[src/rtl/copro_mailbox.sv]
// Two-way byte mailbox between the C64 host and the 6809 coprocessor.
// The host pushes commands into CMD, which the 6809 drains. The 6809 pushes
// responses into RSP, which the host drains. Both FIFOs are show-ahead.
// Each side sees a data register and a status/control register.

module copro_mailbox_fifo #(
  parameter int DEPTH_LOG2 = 2
) (
  input  logic       clock,
  input  logic       _reset,
  input  logic       push,
  input  logic       pop,
  input  logic       flush,
  input  logic [7:0] din,
  output logic [7:0] head,
  output logic       empty,
  output logic       full,
  output logic       ovf_evt,
  output logic       udf_evt
);

  localparam int DEPTH = 1 << DEPTH_LOG2;
  localparam logic [DEPTH_LOG2:0]   CNT_ZERO = (DEPTH_LOG2+1)'(0);
  localparam logic [DEPTH_LOG2:0]   CNT_ONE  = (DEPTH_LOG2+1)'(1);
  localparam logic [DEPTH_LOG2:0]   CNT_FULL = (DEPTH_LOG2+1)'(DEPTH);
  localparam logic [DEPTH_LOG2-1:0] PTR_ZERO = DEPTH_LOG2'(0);
  localparam logic [DEPTH_LOG2-1:0] PTR_ONE  = DEPTH_LOG2'(1);

  logic [7:0]            mem_r [DEPTH];
  logic [DEPTH_LOG2-1:0] wr_ptr_r;
  logic [DEPTH_LOG2-1:0] rd_ptr_r;
  logic [DEPTH_LOG2:0]   count_r;
  logic                  push_ok_s;
  logic                  pop_ok_s;

  // Occupancy decode, push/pop acceptance and error events.
  // A flush wins over a same-cycle peer push: the byte is simply discarded.
  // A full FIFO still accepts a push when a pop frees a slot in the same cycle.
  always_comb begin
    empty     = (count_r == CNT_ZERO);
    full      = (count_r == CNT_FULL);
    push_ok_s = 1'b0;
    pop_ok_s  = 1'b0;
    ovf_evt   = 1'b0;
    udf_evt   = 1'b0;
    if (flush) begin
      push_ok_s = 1'b0;
      pop_ok_s  = 1'b0;
    end else begin
      push_ok_s = push & (~full | pop);
      pop_ok_s  = pop & ~empty;
      ovf_evt   = push & full & ~pop;
      udf_evt   = pop & empty;
    end
    if (empty) begin
      head = 8'h00;
    end else begin
      head = mem_r[rd_ptr_r];
    end
  end

  // Storage array; contents are only meaningful below count_r, so no reset.
  always_ff @(posedge clock) begin
    if (push_ok_s) begin
      mem_r[wr_ptr_r] <= din;
    end
  end

  // Pointers and occupancy count.
  always_ff @(posedge clock or negedge _reset) begin
    if (!_reset) begin
      wr_ptr_r <= PTR_ZERO;
      rd_ptr_r <= PTR_ZERO;
      count_r  <= CNT_ZERO;
    end else if (flush) begin
      wr_ptr_r <= PTR_ZERO;
      rd_ptr_r <= PTR_ZERO;
      count_r  <= CNT_ZERO;
    end else begin
      if (push_ok_s) begin
        wr_ptr_r <= wr_ptr_r + PTR_ONE;
      end
      if (pop_ok_s) begin
        rd_ptr_r <= rd_ptr_r + PTR_ONE;
      end
      case ({push_ok_s, pop_ok_s})
        2'b10:   count_r <= count_r + CNT_ONE;
        2'b01:   count_r <= count_r - CNT_ONE;
        default: count_r <= count_r;
      endcase
    end
  end

endmodule

module copro_mailbox #(
  parameter int DEPTH_LOG2 = 2
) (
  input  logic       clock,
  input  logic       _reset,
  input  logic       host_cs,
  input  logic       host_a,
  input  logic       host_r_w,
  input  logic       host_stb,
  input  logic [7:0] host_din,
  output logic [7:0] host_dout,
  output logic       _irq_host,
  input  logic       copro_cs,
  input  logic       copro_a,
  input  logic       copro_r_w,
  input  logic       copro_stb,
  input  logic [7:0] copro_din,
  output logic [7:0] copro_dout,
  output logic       _irq_09
);

  logic       host_commit_s;
  logic       host_data_wr_s;
  logic       host_data_rd_s;
  logic       host_stat_wr_s;
  logic       host_stat_rd_s;
  logic       copro_commit_s;
  logic       copro_data_wr_s;
  logic       copro_data_rd_s;
  logic       copro_stat_wr_s;
  logic       copro_stat_rd_s;
  logic       cmd_flush_s;
  logic       rsp_flush_s;

  logic [7:0] cmd_head_s;
  logic       cmd_empty_s;
  logic       cmd_full_s;
  logic       cmd_ovf_evt_s;
  logic       cmd_udf_evt_s;
  logic [7:0] rsp_head_s;
  logic       rsp_empty_s;
  logic       rsp_full_s;
  logic       rsp_ovf_evt_s;
  logic       rsp_udf_evt_s;

  logic       host_ovf_r;
  logic       host_udf_r;
  logic       host_irq_en_r;
  logic       copro_ovf_r;
  logic       copro_udf_r;
  logic       copro_irq_en_r;
  logic       irq_host_r;
  logic       irq_09_r;
  logic [7:0] host_status_s;
  logic [7:0] copro_status_s;

  // Access decode: a strobe only counts when its side's chip select is high.
  // Writing status with bit7 set flushes the writer's own receive FIFO.
  always_comb begin
    host_commit_s   = host_stb & host_cs;
    host_data_wr_s  = host_commit_s & ~host_a & ~host_r_w;
    host_data_rd_s  = host_commit_s & ~host_a &  host_r_w;
    host_stat_wr_s  = host_commit_s &  host_a & ~host_r_w;
    host_stat_rd_s  = host_commit_s &  host_a &  host_r_w;
    copro_commit_s  = copro_stb & copro_cs;
    copro_data_wr_s = copro_commit_s & ~copro_a & ~copro_r_w;
    copro_data_rd_s = copro_commit_s & ~copro_a &  copro_r_w;
    copro_stat_wr_s = copro_commit_s &  copro_a & ~copro_r_w;
    copro_stat_rd_s = copro_commit_s &  copro_a &  copro_r_w;
    cmd_flush_s     = copro_stat_wr_s & copro_din[7];
    rsp_flush_s     = host_stat_wr_s & host_din[7];
  end

  copro_mailbox_fifo #(.DEPTH_LOG2(DEPTH_LOG2)) u_cmd_fifo (
    .clock   (clock),
    ._reset  (_reset),
    .push    (host_data_wr_s),
    .pop     (copro_data_rd_s),
    .flush   (cmd_flush_s),
    .din     (host_din),
    .head    (cmd_head_s),
    .empty   (cmd_empty_s),
    .full    (cmd_full_s),
    .ovf_evt (cmd_ovf_evt_s),
    .udf_evt (cmd_udf_evt_s)
  );

  copro_mailbox_fifo #(.DEPTH_LOG2(DEPTH_LOG2)) u_rsp_fifo (
    .clock   (clock),
    ._reset  (_reset),
    .push    (copro_data_wr_s),
    .pop     (host_data_rd_s),
    .flush   (rsp_flush_s),
    .din     (copro_din),
    .head    (rsp_head_s),
    .empty   (rsp_empty_s),
    .full    (rsp_full_s),
    .ovf_evt (rsp_ovf_evt_s),
    .udf_evt (rsp_udf_evt_s)
  );

  // Sticky error flags and interrupt enables.
  // Overflow belongs to the writer, underflow to the reader.
  // A committed status read clears that side's flags.
  always_ff @(posedge clock or negedge _reset) begin
    if (!_reset) begin
      host_ovf_r     <= 1'b0;
      host_udf_r     <= 1'b0;
      host_irq_en_r  <= 1'b0;
      copro_ovf_r    <= 1'b0;
      copro_udf_r    <= 1'b0;
      copro_irq_en_r <= 1'b0;
    end else begin
      if (cmd_ovf_evt_s) begin
        host_ovf_r <= 1'b1;
      end else if (host_stat_rd_s) begin
        host_ovf_r <= 1'b0;
      end
      if (rsp_udf_evt_s) begin
        host_udf_r <= 1'b1;
      end else if (host_stat_rd_s) begin
        host_udf_r <= 1'b0;
      end
      if (rsp_ovf_evt_s) begin
        copro_ovf_r <= 1'b1;
      end else if (copro_stat_rd_s) begin
        copro_ovf_r <= 1'b0;
      end
      if (cmd_udf_evt_s) begin
        copro_udf_r <= 1'b1;
      end else if (copro_stat_rd_s) begin
        copro_udf_r <= 1'b0;
      end
      if (host_stat_wr_s) begin
        host_irq_en_r <= host_din[0];
      end
      if (copro_stat_wr_s) begin
        copro_irq_en_r <= copro_din[0];
      end
    end
  end

  // Interrupt outputs lag the FIFO/enable state by one clock.
  always_ff @(posedge clock or negedge _reset) begin
    if (!_reset) begin
      irq_host_r <= 1'b1;
      irq_09_r   <= 1'b1;
    end else begin
      irq_host_r <= ~(host_irq_en_r & ~rsp_empty_s);
      irq_09_r   <= ~(copro_irq_en_r & ~cmd_empty_s);
    end
  end

  // Status bytes and read data mux; reads are show-ahead, so data is the head.
  // The "rx" FIFO is the one a side pops; "peer rx" is the one it pushes.
  always_comb begin
    host_status_s  = {~rsp_empty_s, ~cmd_full_s, host_ovf_r, host_udf_r,
                      2'b00, ~cmd_empty_s, host_irq_en_r};
    copro_status_s = {~cmd_empty_s, ~rsp_full_s, copro_ovf_r, copro_udf_r,
                      2'b00, ~rsp_empty_s, copro_irq_en_r};
    if (!host_cs) begin
      host_dout = 8'h00;
    end else if (host_a) begin
      host_dout = host_status_s;
    end else begin
      host_dout = rsp_head_s;
    end
    if (!copro_cs) begin
      copro_dout = 8'h00;
    end else if (copro_a) begin
      copro_dout = copro_status_s;
    end else begin
      copro_dout = cmd_head_s;
    end
  end

  assign _irq_host = irq_host_r;
  assign _irq_09   = irq_09_r;

endmodule
[config.mk]
export PLATFORM = sky130hd
export DESIGN_NAME = copro_mailbox
export DESIGN_NICKNAME = d
export VERILOG_FILES = /design/src/rtl/copro_mailbox.sv
export SDC_FILE = /design/constraint.sdc
export NUM_CORES = 1
export LEC_CHECK = 0
export BUFFER_PORTS_ARGS = -buffer_cell sky130_fd_sc_hd__buf_2
export CORE_ASPECT_RATIO = 1.25
export CORE_MARGIN = 1.5
export CORE_UTILIZATION = 55
export CTS_BUF_LIST = sky130_fd_sc_hd__clkbuf_8 sky130_fd_sc_hd__clkbuf_16
export DETAILED_ROUTE_END_ITERATION = 8
export PLACE_DENSITY = 0.76
export SYNTH_ARGS = -nofsm -noshare
export SYNTH_HDL_FRONTEND = slang
export SYNTH_SLANG_ARGS = --single-unit
[constraint.sdc]
create_clock -name clock -period 2.7 [get_ports clock]
set_input_delay 0.54 -clock clock [delete_from_list [all_inputs] [get_ports clock]]
set_output_delay 0.54 -clock clock [all_outputs]
set_load 0.01 [all_outputs]
## After elaboration in Yosys (flattened, before gate mapping)

Memory sizes are Yosys's and may differ from the RTL's.
Index checks and enable logic that the tools add are counted.

| cells by class | value |
|---|---|
| add/subtract/negate cells | 8 |
| eq/ne operators | 6 |
| multiplexer cells | 36 |
| bitwise operators | 42 |
| reductions and logical operators | 12 |

Operators by type and width:

| kind | count |
|---|---|
| 2-to-1 mux 8 bit | 6 |
| bitwise AND 1 bit | 28 |
| 2-to-1 mux 1 bit | 18 |
| 2-to-1 mux 2 bit | 8 |
| nonzero test 2 bit | 8 |
| NOT 1 bit | 12 |
| one-hot mux 3 bit (2 select lines) | 2 |
| adder 2 x 1 -> 2 bit (second input constant) | 4 |
| adder 3 x 1 -> 3 bit (second input constant) | 2 |
| equality test 3 bit (second input constant) | 2 |
| zero test 3 bit | 2 |
| 2-to-1 mux 3 bit | 2 |
| nonzero test 3 bit | 2 |
| subtractor 3 x 1 -> 3 bit (second input constant) | 2 |
| equality test 2 x 1 -> 1 bit (second input constant) | 2 |
| equality test 2 bit (second input constant) | 2 |
| OR 1 bit | 2 |

| word-level totals | value |
|---|---|
| register bits after elaboration | 22 |
| memory bits (writable) | 64 |
| word-level logic and storage cells | 120 |
| memories | 2 |

Memory list:

| memory | depth | bits a word | rd ports | clocked after memory_dff | wr ports | RTL line | text |
|---|---|---|---|---|---|---|---|
| u_cmd_fifo.mem_r | 4 | 8 | 1 | 0 | 1 | 29 | `logic [7:0] mem_r [DEPTH];` |
| u_rsp_fifo.mem_r | 4 | 8 | 1 | 0 | 1 | 29 |  |

## Logic depth before layout (Yosys ltp)

Gate-level depths: netlist (run 1).

| logic depth | value |
|---|---|
| depth in word-level cells | 9 |
| mapped depth | 8 |

## Hierarchy

From an unflattened synthesis (run 1), not the netlist that was laid out.

| unflattened totals | value |
|---|---|
| cell total of the unflattened synthesis | 298 |
| area, all modules | 4229.1 um2 |

By module, submodules not included:

| module | instances | cells an instance | area each (um2) | seq. area each (um2) |
|---|---|---|---|---|
| copro_mailbox_fifo | 2 | 117 | 1769.2 | 1136.1 |
| copro_mailbox | 1 | 64 | 690.7 | 202.7 |

## Least setup slack after synthesis (run 1)

OpenSTA, ideal clock, no wires.

| path | value |
|---|---|
| path type | input port to flip-flop |
| from | input host_cs |
| to | register u_cmd_fifo.count_r[2] |
| library setup time | 0.082 ns |
| arrival | 2.360 ns |
| path slack | 0.258 ns |
| stages | 8 |
| buffers on the path | 1 |
| cells stage by stage | buf_2 nand4bb_1 nand2_1 nor2_1 fa_1 or4_1 a21o_1 a31oi_1 |

| on the way | value |
|---|---|
| cells in the longest elaborated chain, start to end | 8 |
| elaborated cells on any way between the ends | 10 |
| those cells by class | 2 x eq/ne; 3 x mux; 4 x bitwise; 1 x reduce/logical |

RTL lines:

| element | RTL line | text |
|---|---|---|
| from (decl) | 101 | `input logic host_cs,` |
| bitwise AND 1 bit * | 155 | `host_commit_s = host_stb & host_cs;` |
| bitwise AND 1 bit * (2 in a row) | 156 | `host_data_wr_s = host_commit_s & ~host_a & ~host_r_w;` |
| bitwise AND 1 bit * | 50 | `push_ok_s = push & (~full \| pop);` |
| 2-to-1 mux 1 bit * | 46 | `if (flush) begin` |
| equality test 2 x 1 -> 1 bit / equality test 2 bit (equally long branches) | 86 | `case ({push_ok_s, pop_ok_s})` |
| one-hot mux 3 bit (2 select lines) | 86 |  |
| 2-to-1 mux 3 bit | 75 | `end else if (flush) begin` |
| to (signal assigned) | 87 | `2'b10: count_r <= count_r + CNT_ONE;` |
| to (signal assigned) | 88 | `2'b01: count_r <= count_r - CNT_ONE;` |
| to (signal assigned) | 89 | `default: count_r <= count_r;` |
| to (decl) | 32 | `logic [DEPTH_LOG2:0] count_r;` |

Every way passes the cells marked *; elsewhere a longest branch is shown, timed or not.
A chain may end at the register's enable or synchronous reset.

## Final worst setup path (run 1)

| path | value |
|---|---|
| from | register u_cmd_fifo.count_r[0] |
| to | output copro_dout[0] |

| on the way | value |
|---|---|
| cells in the longest elaborated chain, start to end | 4 |

RTL lines:

| element | RTL line | text |
|---|---|---|
| zero test 3 bit | 40 | `empty = (count_r == CNT_ZERO);` |
| 2-to-1 mux 8 bit | 55 | `if (empty) begin` |
| 2-to-1 mux 8 bit | 265 | `end else if (copro_a) begin` |
| 2-to-1 mux 8 bit | 263 | `if (!copro_cs) begin` |
| to (decl) | 113 | `output logic [7:0] copro_dout,` |

No other way between the ends.

==> results.md, run 1 <==
* Origin of the critical flop-to-flop path: u_cmd_fifo.count_r[0]$_DFFE_PN0P_
* CP arrival at roughly 2.0 ns
* Detail Placement HPWL at roughly 5400 um
* Largest net degree at the start of global routing at 23
* Setup bufs post-CTS at 0
* PD cells at approximately 800 mW/mm^2
* Io pins at 44
* Die ar. at slightly below 0.008 mm^2
* Row cnt at 34
* Crit Path Category: reg -> out
* CP Buf/Inv Count at 1
* Place WS at around 0.17 ns
* Hold Fails Final Rpt at 0
* Synth cell types at 43
* Post-Synthesis Cell Area at just under 0.004 mm^2
* RSZ-0062 raised after global routing: no
* WL/cell at roughly 18 um
* TNS Setup at 0 ns
* Via count at roughly 2500
* Diodes inserted at 0
* Worst path max stage delay at ~0.50 ns
* # clock sinks at 86
* Most common cell in the netlist: edfxtp_1
* Final WL at 7575 um
* Iteration-0 DRC Markers at ~110
* Synth Flop Type: edfxtp_1
* Worst-Margin Slew at 0.5294 ns
* Crit Path Max Fanout at 10
* Final slew viol count at 0
* Critical path, cell by cell: nor3_1 -> nor2_1 -> a22oi_1 -> nor2b_1 -> buf_2
* Layout area overhead at 14.88%
* Slowest CP cell: dfrtp_1
* DIE WIDTH at slightly below 80 um
* Total power at 3.644 mW
* Global route overflow at 0
* Post-Synthesis Cells at 277
* LEAKAGE at around 1.7 nW
* Register area share after synthesis at 62.48%
* Vias/cell at a little under 6
* H-Tree Level Count at 3
* Clk slew on worst S/H paths at ~0.09 ns
* Commonest cells in the netlist: edfxtp_1 (64), nor2_1 (25), dfrtp_1 (20)
* First drt pass iteration count at 4
* FMAX at between 400 and 500 MHz
* Status: complete, no violations
* Max Cap Violations at 0
* GRT Total Usage at between 20 and 25%
* Critical Path Start Type: register
* Tmin final at ~2.5 ns
* Number of synthesized flops with an enable pin at 64
* Routed Antenna Nets at 0
* Post-route cell area at between 0.004 and 0.005 mm^2
* RePlAce Congestion at around 0.86
* Core area at approximately 0.007 mm^2
* Post-synth top area cell: edfxtp_1
* Port Buffers at 43
* Headroom to the max-slew limit at 64.71%
* Worst vdd ir at roughly 520 uV
* Clock Skew at approximately 0.012 ns
* Final setup margin at roughly 0.21 ns
* DP Area at ~0.0044 mm^2
* Crit path from: u_cmd_fifo.count_r[0]$_DFFE_PN0P_
* CP endpoint kind: output port
* # DRC at 0
* Top delay family on crit path: simple AND/OR/NAND/NOR gates
* # nets final at 370
* Initial antenna violation count at 0
* Crit share post-route at a little over 90%
* Number of synthesized register bits at 86
* Worst hold path type: in -> async
* CTS root buf: clkbuf_8
* Initial Util at a little under three fifths
* Resized cells post-CTS at 0
* Syn. warnings at 0
* Layout cells sized above 1 at between 20% and 30%
* Final setup vio count at 0
* Worst Path Required at approximately 2.2 ns
* Synth top area cells: edfxtp_1 (49%), dfrtp_1 (13%), mux4_2 (9.1%)
* Cts-stage hold buffer count at 0
* Clock Latency Late Sink at around 0.36 ns
* TritonCTS Buffers at 9
* Async set-reset flop share out of synthesis at about a quarter
* Vias in the first global route at between 2000 and 3000
* CTS tree: done
* First-pass GRT wire length at ~12000 um
* Synthesized Nets at 313
* Chip height at 97.89 um
* Top cell type's share of synthesized area at 48.52%
* Synthesized area per cell at around 14 um^2
* CTS max path bufs at 2
-- worst register-to-register path: stages, from the launching register on --
cell	delay (ns)
dfrtp_1	0.50
nor3_1	0.42
nor2_1	0.11
fa_1	0.43
or4_1	0.53
a21o_1	0.19
a31oi_1	0.13
-- state kept, by name, indices dropped and copies added, names as in the netlist --
register	flops
u_rsp_fifo.count_r	3
copro_irq_en_r	1
_irq_09	1
copro_ovf_r	1
u_rsp_fifo.wr_ptr_r	2
copro_udf_r	1
host_udf_r	1
u_rsp_fifo.mem_r	32
u_cmd_fifo.wr_ptr_r	2
u_rsp_fifo.rd_ptr_r	2
u_cmd_fifo.count_r	3
host_ovf_r	1
u_cmd_fifo.mem_r	32
_irq_host	1
host_irq_en_r	1
u_cmd_fifo.rd_ptr_r	2
-- layout by cell type, fill, tap and decap left out, types with 3 or more instances in the layout --
cell | Yosys | routed
edfxtp_1 | 64 | 64
a21oi_1 | 6 | 6
a22oi_1 | 10 | 10
nand3_1 | 14 | 14
o211ai_1 | 3 | 3
and3_1 | 8 | 8
inv_1 | 6 | 7
xnor2_1 | 6 | 6
ha_1 | 8 | 8
o21a_1 | 3 | 3
buf_4 | 0 | 15
nor3_1 | 5 | 5
a21o_1 | 3 | 3
nor2_1 | 25 | 25
buf_2 | 4 | 43
dfrtp_1 | 20 | 20
mux4_2 | 16 | 16
nor2b_1 | 10 | 10
clkbuf_8 | 0 | 9
nand2_1 | 14 | 14
a31oi_1 | 3 | 3
nor3b_1 | 4 | 4
-- final cells by class --
| type | count | area [um^2] |
|---|---|---|
| clock inverter | 7 | 75.07 |
| sequential | 86 | 2475 |
| multi-input combinational | 173 | 1414 |
| fill | 533 | 2426 |
| clock buffer | 9 | 123.9 |
| inverter | 6 | 22.52 |
| tap | 90 | 112.6 |
| timing repair buffer | 58 | 327.8 |
-- worst paths after layout --
path	to	slack, ns	depth (start not counted)
max in group asynchronous	_irq_09$_DFF_PN1_	2.18	1
min in group clock	u_rsp_fifo.mem_r[3][3]$_DFFE_PP_	0.39	1
max reg2reg	u_cmd_fifo.count_r[2]$_DFFE_PN0P_	0.31	6
min reg2reg	_irq_host$_DFF_PN1_	0.45	1
max	copro_dout[0]	0.21	5
min	u_rsp_fifo.count_r[2]$_DFFE_PN0P_	0.15	1
-- power by group --
group	internal [mW]	total, mW	switching [mW]
Combinational	0.500	1.04	0.539
Sequential	1.57	1.72	0.151
Clock	0.430	0.883	0.453
Total	2.50	3.64	1.14
-- per-stage QoR --
stage / cells / hold slack [ns] / util (%)
2_1_floorplan: 277 / 0.2444 / -
3_3_place_gp: 413 / 0.4345 / 62.37
3_5_place_dp: 413 / 0.4381 / 62.37
4_1_cts: 429 / 0.1580 / 65.23
5_1_grt: 429 / 0.1974 / 65.23
6_report: 429 / 0.1503 / 65.23
-- cells by family (layout without fill, tap and decap cells) --
| group | Yosys count | count (layout) | share of synthesized area, % |
|---|---|---|---|
| fa+ha+maj | 10 | 10 | 3.538 |
| simple gates | 99 | 99 | 13.65 |
| compound gates | 36 | 36 | 6.570 |
| xor+xnor | 8 | 8 | 1.769 |
| buf+inv | 18 | 80 | 1.832 |
| mux | 20 | 20 | 10.17 |
| flops | 86 | 86 | 62.48 |
-- metal layers --
| metal | routed length [um] | global-route usage [%] | vias up |
|---|---|---|---|
| met2 | 3991 | 37.20 | 74 |
| met4 | 87 | 7.827 | 0 |
| met3 | 343 | 5.327 | 8 |
| met1 | 3152 | 26.91 | 1224 |
| met5 | 0 | 0 | - |
| li1 | - | - | 1181 |
Power figures use the tool's default switching activity.
==> inputs of run 2 (changes only) <==
==> constraint.sdc (replaced) <==
create_clock -name clock -period 2.57 [get_ports clock]
set_input_delay 0.514 -clock clock [delete_from_list [all_inputs] [get_ports clock]]
set_output_delay 0.514 -clock clock [all_outputs]
set_load 0.01 [all_outputs]
==> run 2 against run 1 <==
Sequential power increased by 6%. Sequential share of layout area decreased by 0.20 points. Largest power group unchanged. Via count increased by 3.2%. Critical path depth unchanged. Flip-flop and latch count unchanged. Highest routed layer unchanged.
==> results.md, run 2 (synthesized netlist as in run 1, its figures left out) <==
* Cts-stage hold buffer count at 0 (unchanged)
* CTS tree: done (unchanged)
* # DRC at 0 (unchanged)
* Largest net degree at the start of global routing at 23 (unchanged)
* WL/cell at 17.82 um (was 17.66 um)
* Placed instance count at 419 (was 413)
* Tmin final at around 2.4 ns
* Crit Path Max Fanout at 9 (was 10)
* Routed Antenna Nets at 0 (unchanged)
* Clock Skew at 0.01193 ns (was 0.01158 ns)
* Post-route non-filler standard cell count at 434 (was 429)
* First-pass GRT wire length at 12380 um (was 12470 um)
* Regs by FF count: u_cmd_fifo.mem_r x32, u_rsp_fifo.mem_r x32 (unchanged)
* DP Area at 0.004397 mm^2 (was 0.004352 mm^2)
* TNS Setup at 0 ns (unchanged)
* Final setup vio count at 0 (unchanged)
* Io pins at 44 (unchanged)
* GRT Total Usage at 21.51% (was 21.76%)
* Worst-Margin Slew at 0.5260 ns (was 0.5294 ns)
* Post-route cell area at 0.004569 mm^2 (was 0.004551 mm^2)
* Port Buffers at 43 (unchanged)
* Layout fillers at 519 (was 533)
* CP arrival at 1.88 ns (was 1.95 ns)
* Iteration-0 DRC Markers at 276 (was 109)
* Via count at 2567 (was 2487)
* Final slew viol count at 0 (unchanged)
* CP endpoint kind: output port (unchanged)
* CTS max path bufs at 2 (unchanged)
* RSZ-0062 raised after global routing: no (unchanged)
* Critical Path Start Type: register (unchanged)
* Worst vdd ir at 596.8 uV (was 515.1 uV)
* Multi-input logic area at 0.001414 mm^2 (unchanged)
* Core area at 0.006977 mm^2 (unchanged)
* Place WS at 0.1351 ns (was 0.1654 ns)
* Diodes inserted at 0 (unchanged)
* Initial Util at 56.78% (unchanged)
* Worst Path Required at 2.06 ns (was 2.16 ns)
* Status: complete, no violations (unchanged)
* PD cells at 824.2 mW/mm^2 (was 800.7 mW/mm^2)
* Setup bufs post-CTS at 0 (unchanged)
* Clk slew on worst S/H paths at 0.09 ns (about the same)
* First drt pass iteration count at 5 (was 4)
* TritonCTS Buffers at 9 (unchanged)
* Chip height at 97.89 um (unchanged)
* Global route overflow at 0 (unchanged)
* Vias/cell at 5.915 (was 5.797)
* RePlAce Congestion at 0.8154 (was 0.8589)
* # clock sinks at 86 (unchanged)
* Worst hold path type: in -> async (unchanged)
* Vias in the first global route at 2593 (was 2521)
* Total power at 3.766 mW (was 3.644 mW)
* Final WL at 7734 um (was 7575 um)
* Layout area overhead at 15.35% (was 14.88%)
* H-Tree Level Count at 3 (unchanged)
* Commonest cells after routing, fill and taps aside: edfxtp_1 (64), buf_2 (43), nor2_1 (25), buf_4 (21), dfrtp_1 (19) (was edfxtp_1 (64), buf_2 (43), nor2_1 (25), dfrtp_1 (20), mux4_2 (16))
* LEAKAGE at 1.725 nW (was 1.716 nW)
* Commonest non-fill, non-tap cell in the layout: edfxtp_1 (unchanged)
* Clock Latency Late Sink at 0.35 ns (was 0.36 ns)
* Die ar. at 0.007724 mm^2 (unchanged)
* # nets final at 376 (was 370)
* CTS root buf: clkbuf_8 (unchanged)
* Initial antenna violation count at 0 (unchanged)
* FMAX at ~420 MHz
* Final setup margin at 0.1711 ns (was 0.2130 ns)
* Crit Path Category: reg -> out (unchanged)
* Max Cap Violations at 0 (unchanged)
* Layout cells sized above 1 at 29.94% (was 28.32%)
* Hold Fails Final Rpt at 0 (unchanged)
* Crit share post-route at between 90% and 100%
* Final hold slack at 0.1297 ns (was 0.1503 ns)
* Headroom to the max-slew limit at 64.93% (was 64.71%)
* Detail Placement HPWL at 5437 um (was 5412 um)
* Row cnt at 34 (unchanged)
* Reg area at 0.002476 mm^2 (was 0.002475 mm^2)
* Final core occ at 65.50% (was 65.23%)
* DIE WIDTH at 78.91 um (unchanged)
run 2: cell types whose count changed in the layout (fill, tap and decap cells not counted), sizes merged:
cell,previous run,this run
bufinv,1,0
clkinvlp,2,4
inv,8,7
buf,58,64
clkinv,2,1
run 2: worst max-delay path, cell delays in order (launching register included):
cell and delay (ns):
dfrtp_1 0.39, buf_4 0.17, or3_1 0.50, a22oi_1 0.25, nor2b_1 0.07, buf_2 0.14
run 2: cell type report:
| class | count | area share [%] |
|---|---|---|
| Inverter | 6 | 0.4929 |
| Clock inverter | 6 | 1.041 |
| Timing Repair Buffer | 64 | 8.160 |
| Tap cell | 90 | 2.464 |
| Multi-Input combinational cell | 173 | 30.94 |
| Sequential cell | 86 | 54.19 |
| Clock buffer | 9 | 2.711 |
run 2: routing by layer:
metal / GRT usage, % / routed length, um
met5: 0 / 0
met4: 9.177 / 178
met3: 5.327 / 419
met2: 35.94 / 4004
met1: 26.68 / 3131
run 2: repair_timing:
action / in CTS / in global routing
gates resized for setup: 1 / 0
endpoints found under the hold margin: 0 / 0
endpoints found under the setup margin: 2 / 0
run 2: power by group:
group | leakage (nW) | internal (mW) | switching (mW)
registers | 0.853 | 1.65 | 0.171
clock network | 0.0739 | 0.350 | 0.482
logic | 0.798 | 0.549 | 0.563
total | 1.72 | 2.55 | 1.22
run 2: final timing paths:
path | start | to | slack (ns) | cells past startpoint
hold reg to reg | host_irq_en_r$_DFFE_PN0N_ | _irq_host$_DFF_PN1_ | 0.46 | 1
min in group clock | host_din[2] | u_cmd_fifo.mem_r[0][2]$_DFFE_PP_ | 0.37 | 1
setup / recovery | u_cmd_fifo.count_r[0]$_DFFE_PN0P_ | host_dout[1] | 0.17 | 5
max in group asynchronous | _reset | u_rsp_fifo.rd_ptr_r[0]$_DFFE_PN0P_ | 2.06 | 1
setup reg to reg | u_rsp_fifo.count_r[0]$_DFFE_PN0P_ | u_rsp_fifo.count_r[2]$_DFFE_PN0P_ | 0.20 | 6
hold / removal | _reset | u_cmd_fifo.rd_ptr_r[0]$_DFFE_PN0P_ | 0.13 | 1
